### src/rtl/instr_sequencer.sv
// Fetch/execute sequencer for the OLED core: walks the PC through the instruction ROM at
// 3 cycles per instruction, resolves branches, and parks in I2C_WAIT until done or timeout.
module instr_sequencer #(
  parameter int PC_W        = 8,
  parameter int I2C_TIMEOUT = 1023
) (
  input  logic            i_clk,
  input  logic            i_rst_n,
  input  logic            i_start,
  input  logic [PC_W-1:0] i_start_pc,
  input  logic            i_stop,
  output logic            o_rom_en,
  output logic [PC_W-1:0] o_rom_addr,
  input  logic [20:0]     i_rom_data,
  output logic [20:0]     o_instr,
  output logic            o_instr_valid,
  input  logic            i_alu_zero,
  output logic            o_i2c_start,
  input  logic            i_i2c_done,
  output logic [PC_W-1:0] o_pc,
  output logic            o_busy,
  output logic            o_halted,
  output logic            o_err
);

  localparam int TW = (I2C_TIMEOUT > 1) ? $clog2(I2C_TIMEOUT + 1) : 1;
  localparam logic [TW-1:0] TMO_LAST = TW'((I2C_TIMEOUT > 0) ? I2C_TIMEOUT - 1 : 0);

  localparam logic [4:0] OP_BEQ  = 5'b10011;
  localparam logic [4:0] OP_BEQF = 5'b10101;
  localparam logic [4:0] OP_JMP  = 5'b11000;
  localparam logic [4:0] OP_I2C  = 5'b11010;
  localparam logic [4:0] OP_HALT = 5'b11111;

  typedef enum logic [2:0] {
    S_IDLE, S_FETCH, S_LOAD, S_EXEC, S_WAIT, S_HALT
  } state_t;

  state_t            state_q, state_d;
  logic [PC_W-1:0]   pc_q, pc_d;
  logic [20:0]       instr_q, instr_d;
  logic              err_q, err_d;
  logic [TW-1:0]     tmo_q, tmo_d;

  logic [4:0]        opcode;
  logic [PC_W-1:0]   br_tgt;
  logic [PC_W-1:0]   pc_inc;

  assign opcode = instr_q[20:16];
  // The 8-bit immediate is zero-extended or truncated to the PC width.
  assign br_tgt = PC_W'(instr_q[7:0]);
  assign pc_inc = pc_q + PC_W'(1);

  always_ff @(posedge i_clk or negedge i_rst_n) begin
    if (!i_rst_n) state_q <= S_IDLE;
    else          state_q <= state_d;
  end

  always_ff @(posedge i_clk or negedge i_rst_n) begin
    if (!i_rst_n) begin
      pc_q    <= '0;
      instr_q <= '0;
      err_q   <= 1'b0;
      tmo_q   <= '0;
    end else begin
      pc_q    <= pc_d;
      instr_q <= instr_d;
      err_q   <= err_d;
      tmo_q   <= tmo_d;
    end
  end

  always_comb begin
    state_d = state_q;
    pc_d    = pc_q;
    instr_d = instr_q;
    err_d   = err_q;
    tmo_d   = tmo_q;
    // Stop overrides everything and freezes pc, instruction and error flag.
    if (i_stop) begin
      state_d = S_IDLE;
    end else begin
      case (state_q)
        S_IDLE, S_HALT: begin
          if (i_start) begin
            state_d = S_FETCH;
            pc_d    = i_start_pc;
            err_d   = 1'b0;
          end
        end
        S_FETCH: state_d = S_LOAD;
        S_LOAD: begin
          instr_d = i_rom_data;
          state_d = S_EXEC;
        end
        S_EXEC: begin
          state_d = S_FETCH;
          pc_d    = pc_inc;
          case (opcode)
            OP_BEQ, OP_BEQF: if (i_alu_zero) pc_d = br_tgt;
            OP_JMP:          pc_d = br_tgt;
            OP_I2C: begin
              state_d = S_WAIT;
              tmo_d   = '0;
            end
            OP_HALT: begin
              state_d = S_HALT;
              pc_d    = pc_q;
            end
            default: ;
          endcase
        end
        S_WAIT: begin
          if (i_i2c_done) begin
            state_d = S_FETCH;
          end else if (I2C_TIMEOUT != 0 && tmo_q == TMO_LAST) begin
            err_d   = 1'b1;
            state_d = S_HALT;
          end else begin
            tmo_d = tmo_q + TW'(1);
          end
        end
        default: state_d = S_IDLE;
      endcase
    end
  end

  always_comb begin
    o_rom_en      = 1'b0;
    o_instr_valid = 1'b0;
    o_i2c_start   = 1'b0;
    case (state_q)
      S_FETCH: o_rom_en = 1'b1;
      S_EXEC: begin
        o_instr_valid = !i_stop;
        o_i2c_start   = !i_stop && (opcode == OP_I2C);
      end
      default: ;
    endcase
  end

  assign o_rom_addr = pc_q;
  assign o_pc       = pc_q;
  assign o_instr    = instr_q;
  assign o_err      = err_q;
  assign o_busy     = (state_q != S_IDLE) && (state_q != S_HALT);
  assign o_halted   = (state_q == S_HALT);

endmodule
### config.mk
export PLATFORM = sky130hd
export DESIGN_NAME = instr_sequencer
export DESIGN_NICKNAME = d
export VERILOG_FILES = /design/src/rtl/instr_sequencer.sv
export SDC_FILE = /design/constraint.sdc
export NUM_CORES = 1
export LEC_CHECK = 0
export CAP_MARGIN = 15
export CORE_MARGIN = 5
export CORE_UTILIZATION = 42
export DETAILED_ROUTE_END_ITERATION = 10
export HOLD_SLACK_MARGIN = 0.02
export PLACE_DENSITY = 0.86
export SKIP_LAST_GASP = 1
export SYNTH_ARGS = -nofsm -noshare
export SYNTH_HDL_FRONTEND = slang
export SYNTH_SLANG_ARGS = --single-unit
### constraint.sdc
create_clock -name i_clk -period 1.8 [get_ports i_clk]
set_input_delay 0.36 -clock i_clk [delete_from_list [all_inputs] [get_ports i_clk]]
set_output_delay 0.36 -clock i_clk [all_outputs]
set_load 0.02 [all_outputs]
==> impl_metrics.tcl, run 1 <==
set metrics [dict create \
    multi_input_area_um2 1331 \
    max_cap_viol_count 0 \
    placed_area_um2 3460 \
    synth.area.top_cells "dfrtp_1 (45%), mux2_2 (9.5%), nand2_1 (3.8%)" \
    nFillCells 381 \
    worst_path_largest_cell_delay_ns 0.42 \
    clock_latency_ns 0.30 \
    yosysSeqAreaShare_pct 45.43 \
    synthCells 238 \
    first_pass_iters 4 \
    fp-row-count 27 \
    vias 2356 \
    io_pins 78 \
    diodes 0 \
    ff_latch_area_um2 1080 \
    synth_common_cells "dfrtp_1 (43), nand2_1 (24), mux2_2 (20)" \
    outcome "finished, violations left" \
    drive_above_1_share_pct 32.87 \
    detail-route-antenna-nets 0 \
    worstMarginPinSlew_ns 0.4965 \
    crit_buf_inv 2 \
    routedWlPerCell_um 16.24 \
    required_ns 1.44 \
    final_hold_viol_count 0 \
    io_buffers 77 \
    pre_cts_ws_ns -0.3976 \
    grt_max_degree 23 \
    htreeDepth 2 \
    cp_common_cell "or2_4" \
    overflow 0 \
    period_needed_ns 1.864 \
    final_cell_count_no_fill 428 \
    period_share_pct 103.6 \
    die_y_um 85.10 \
    viasPerCell 5.505 \
    peakVddDrop_uv 598.3 \
    fin_area_um2 3916 \
    place_inst 409 \
    path_delay_family "simple AND/OR/NAND/NOR gates" \
    avgSynthCellArea_um2 9.952 \
    nets 393 \
    critPathKind "register to output port" \
    synth_flop_cell "dfrtp_1" \
    yosysWarnings 0 \
    startpoint_type "register" \
    skew_ns 0.01161 \
    cts_tree "done" \
    synth_seq_cells 43 \
    worst_hold_path_type "input port to asynchronous set/reset pin" \
    cpMaxStageDelayCell "dfrtp_2" \
    cp.arrival_ns 1.50 \
    drc 0 \
    rsz0062_at_grt "true" \
    place_hpwl_um 4945 \
    powerDensity_nw_per_um2 1227 \
    grt_antenna_before_repair 0 \
    synth_top_cell_by_area "dfrtp_1" \
    grt_pass1_wl_um 10840 \
    die-area_um2 7241 \
    routed_wl_um 6951 \
    synth-edff-count 0 \
    area_delta_synth_final_pct 65.35 \
    globalplace.congestion 0.8553 \
    grt_usage_pct 18.38 \
    path_clk_slew_ns 0.09 \
    report.final.slew_viol_count 0 \
    drt-initial-drc-count 87 \
    start_util_pct 43.01 \
    p_leak_nw 1.705 \
    core_um2 5507 \
    grt_pass1_vias 2260 \
    cts_sinks 43 \
    fin_ws_ns -0.06425 \
    fmax_ghz 0.5364 \
    synth.net_count 276 \
    cts_root_buf "clkbuf_8" \
    maxSlewHeadroom_pct 66.90 \
    synth_area_um2 2369 \
    cts_buffers 5 \
    yosysMostFrequentCell "dfrtp_1" \
    synth_cell_types 49 \
    path_cells "or2_4 -> or2_4 -> nand2b_4 -> clkinv_2 -> buf_6" \
    die_x_um 85.10 \
    synth.top_cell.area_share_pct 45.43 \
    finalSetupTns_ns -0.1874 \
    ctsHoldBuffers 0 \
    cts.path.max_buffers 2 \
    violations "negative setup slack" \
    critical_path.max_fanout 2 \
    async_flop_share_pct 100.0 \
    setup_viol 5 \
    worstSetupEndpointType "output port" \
]
-- per-stage QoR --
| stage | hold slack, ns | utilization [%] | total power, mW |
|---|---|---|---|
| 2_1_floorplan | 0.06441 | - | 2.675 |
| 3_3_place_gp | 0.3463 | 62.83 | 3.704 |
| 3_5_place_dp | 0.3563 | 62.83 | 3.789 |
| 4_1_cts | 0.03411 | 68.51 | 4.790 |
| 5_1_grt | 0.05873 | 71.12 | 5.049 |
| 6_report | 0.01726 | 71.12 | 4.805 |
-- flip-flops by register name, indices dropped and copies added, names as in the netlist --
name / flops
o_pc: 8
tmo_q: 10
o_instr: 21
state_q: 3
o_err: 1
-- cell type report --
| type | instances | area share [%] |
|---|---|---|
| clock buffers | 6 | 1.853 |
| clock inverters | 2 | 1.534 |
| inverters | 7 | 0.7029 |
| multi-input cells | 170 | 33.99 |
| flip-flops and latches | 43 | 27.57 |
| well taps | 72 | 2.300 |
| repair buffers | 128 | 32.04 |
-- layout by cell type (no fill, tap or decap), types with 5 or more instances in the layout --
master / instances
dfrtp_1: 40
buf_6: 9
buf_4: 38
a21oi_1: 9
inv_1: 6
mux2_2: 19
dlymetal6s2s_1: 8
o21ai_0: 9
nor2_1: 12
or3_1: 5
clkbuf_8: 5
nand3_1: 8
a21oi_2: 5
clkdlybuf4s50_1: 63
nand2_1: 22
o211ai_1: 5
o21ai_1: 5
-- worst reg2reg max path: stages, from the launching register on --
cell       delay [ns]
dfrtp_2          0.42
or2_4            0.24
buf_6            0.12
o21ai_4          0.24
o2111ai_4        0.19
or4_4            0.51
nand2_2          0.06
-- layer usage --
metal / routed length, um / vias to the layer above / global-route usage (%)
met5: 0 / - / 0
met4: 104 / 0 / 4.317
met3: 388 / 13 / 3.592
met2: 3755 / 86 / 34.04
met1: 2703 / 1163 / 21.69
li1: - / 1094 / -
-- what timing repair did --
item	4_1_cts	5_1_grt
endpoints found under the hold margin	0	0
pin swaps	12	16
setup endpoints to repair	20	31
gates cloned	1	0
gates resized for setup	39	42
setup buffers	4	7
-- worst paths after layout --
check / from / end / slack, ns / cells past startpoint
worst max-delay path: o_instr[16] / o_i2c_start / -0.06 / 5
worst min-delay path: i_rst_n / tmo_q[1] / 0.02 / 1
worst max register to register: o_instr[16] / tmo_q[4] / -0.05 / 6
worst min register to register: o_instr[12] / o_instr[12] / 0.51 / 1
max in group asynchronous: i_rst_n / o_instr[13] / 1.21 / 2
min in group i_clk: o_instr[12] / o_instr[12] / 0.51 / 1
-- report_power, final --
part / total [mW] / switching [mW] / internal, mW
Combinational: 2.37 / 1.11 / 1.26
Clock: 0.889 / 0.335 / 0.555
Sequential: 1.55 / 0.280 / 1.27
-- logic make-up (layout without fill, tap and decap cells) --
logic type / count (synthesis) / in the layout / synth area share, %
flops: 43 / 43 / 45.43
fa+ha+maj: 3 / 3 / 1.585
xor+xnor: 6 / 6 / 2.219
buf+inv: 25 / 143 / 5.758
mux: 22 / 22 / 10.35
simple gates: 81 / 81 / 19.02
compound gates: 58 / 58 / 15.64
No activity file was read; power rests on OpenSTA's default activity.
==> run 2: changes to the inputs <==
--- a/config.mk
+++ b/config.mk
@@ -5,7 +5,7 @@
 export SDC_FILE = /design/constraint.sdc
 export NUM_CORES = 1
 export LEC_CHECK = 0
-export CAP_MARGIN = 15
+export CAP_MARGIN = 0
 export CORE_MARGIN = 5
 export CORE_UTILIZATION = 42
 export DETAILED_ROUTE_END_ITERATION = 10
==> results of run 2 <==
Same layout as run 1: the final DEF is identical, and so are final timing and power.
==> run 3: changes to the inputs <==
--- a/config.mk
+++ b/config.mk
@@ -12,6 +12,7 @@
 export HOLD_SLACK_MARGIN = 0.02
 export PLACE_DENSITY = 0.86
 export SKIP_LAST_GASP = 1
+export SLEW_MARGIN = 20
 export SYNTH_ARGS = -nofsm -noshare
 export SYNTH_HDL_FRONTEND = slang
 export SYNTH_SLANG_ARGS = --single-unit
==> results of run 3 <==
Same layout as run 1: the final DEF is identical, and so are final timing and power.
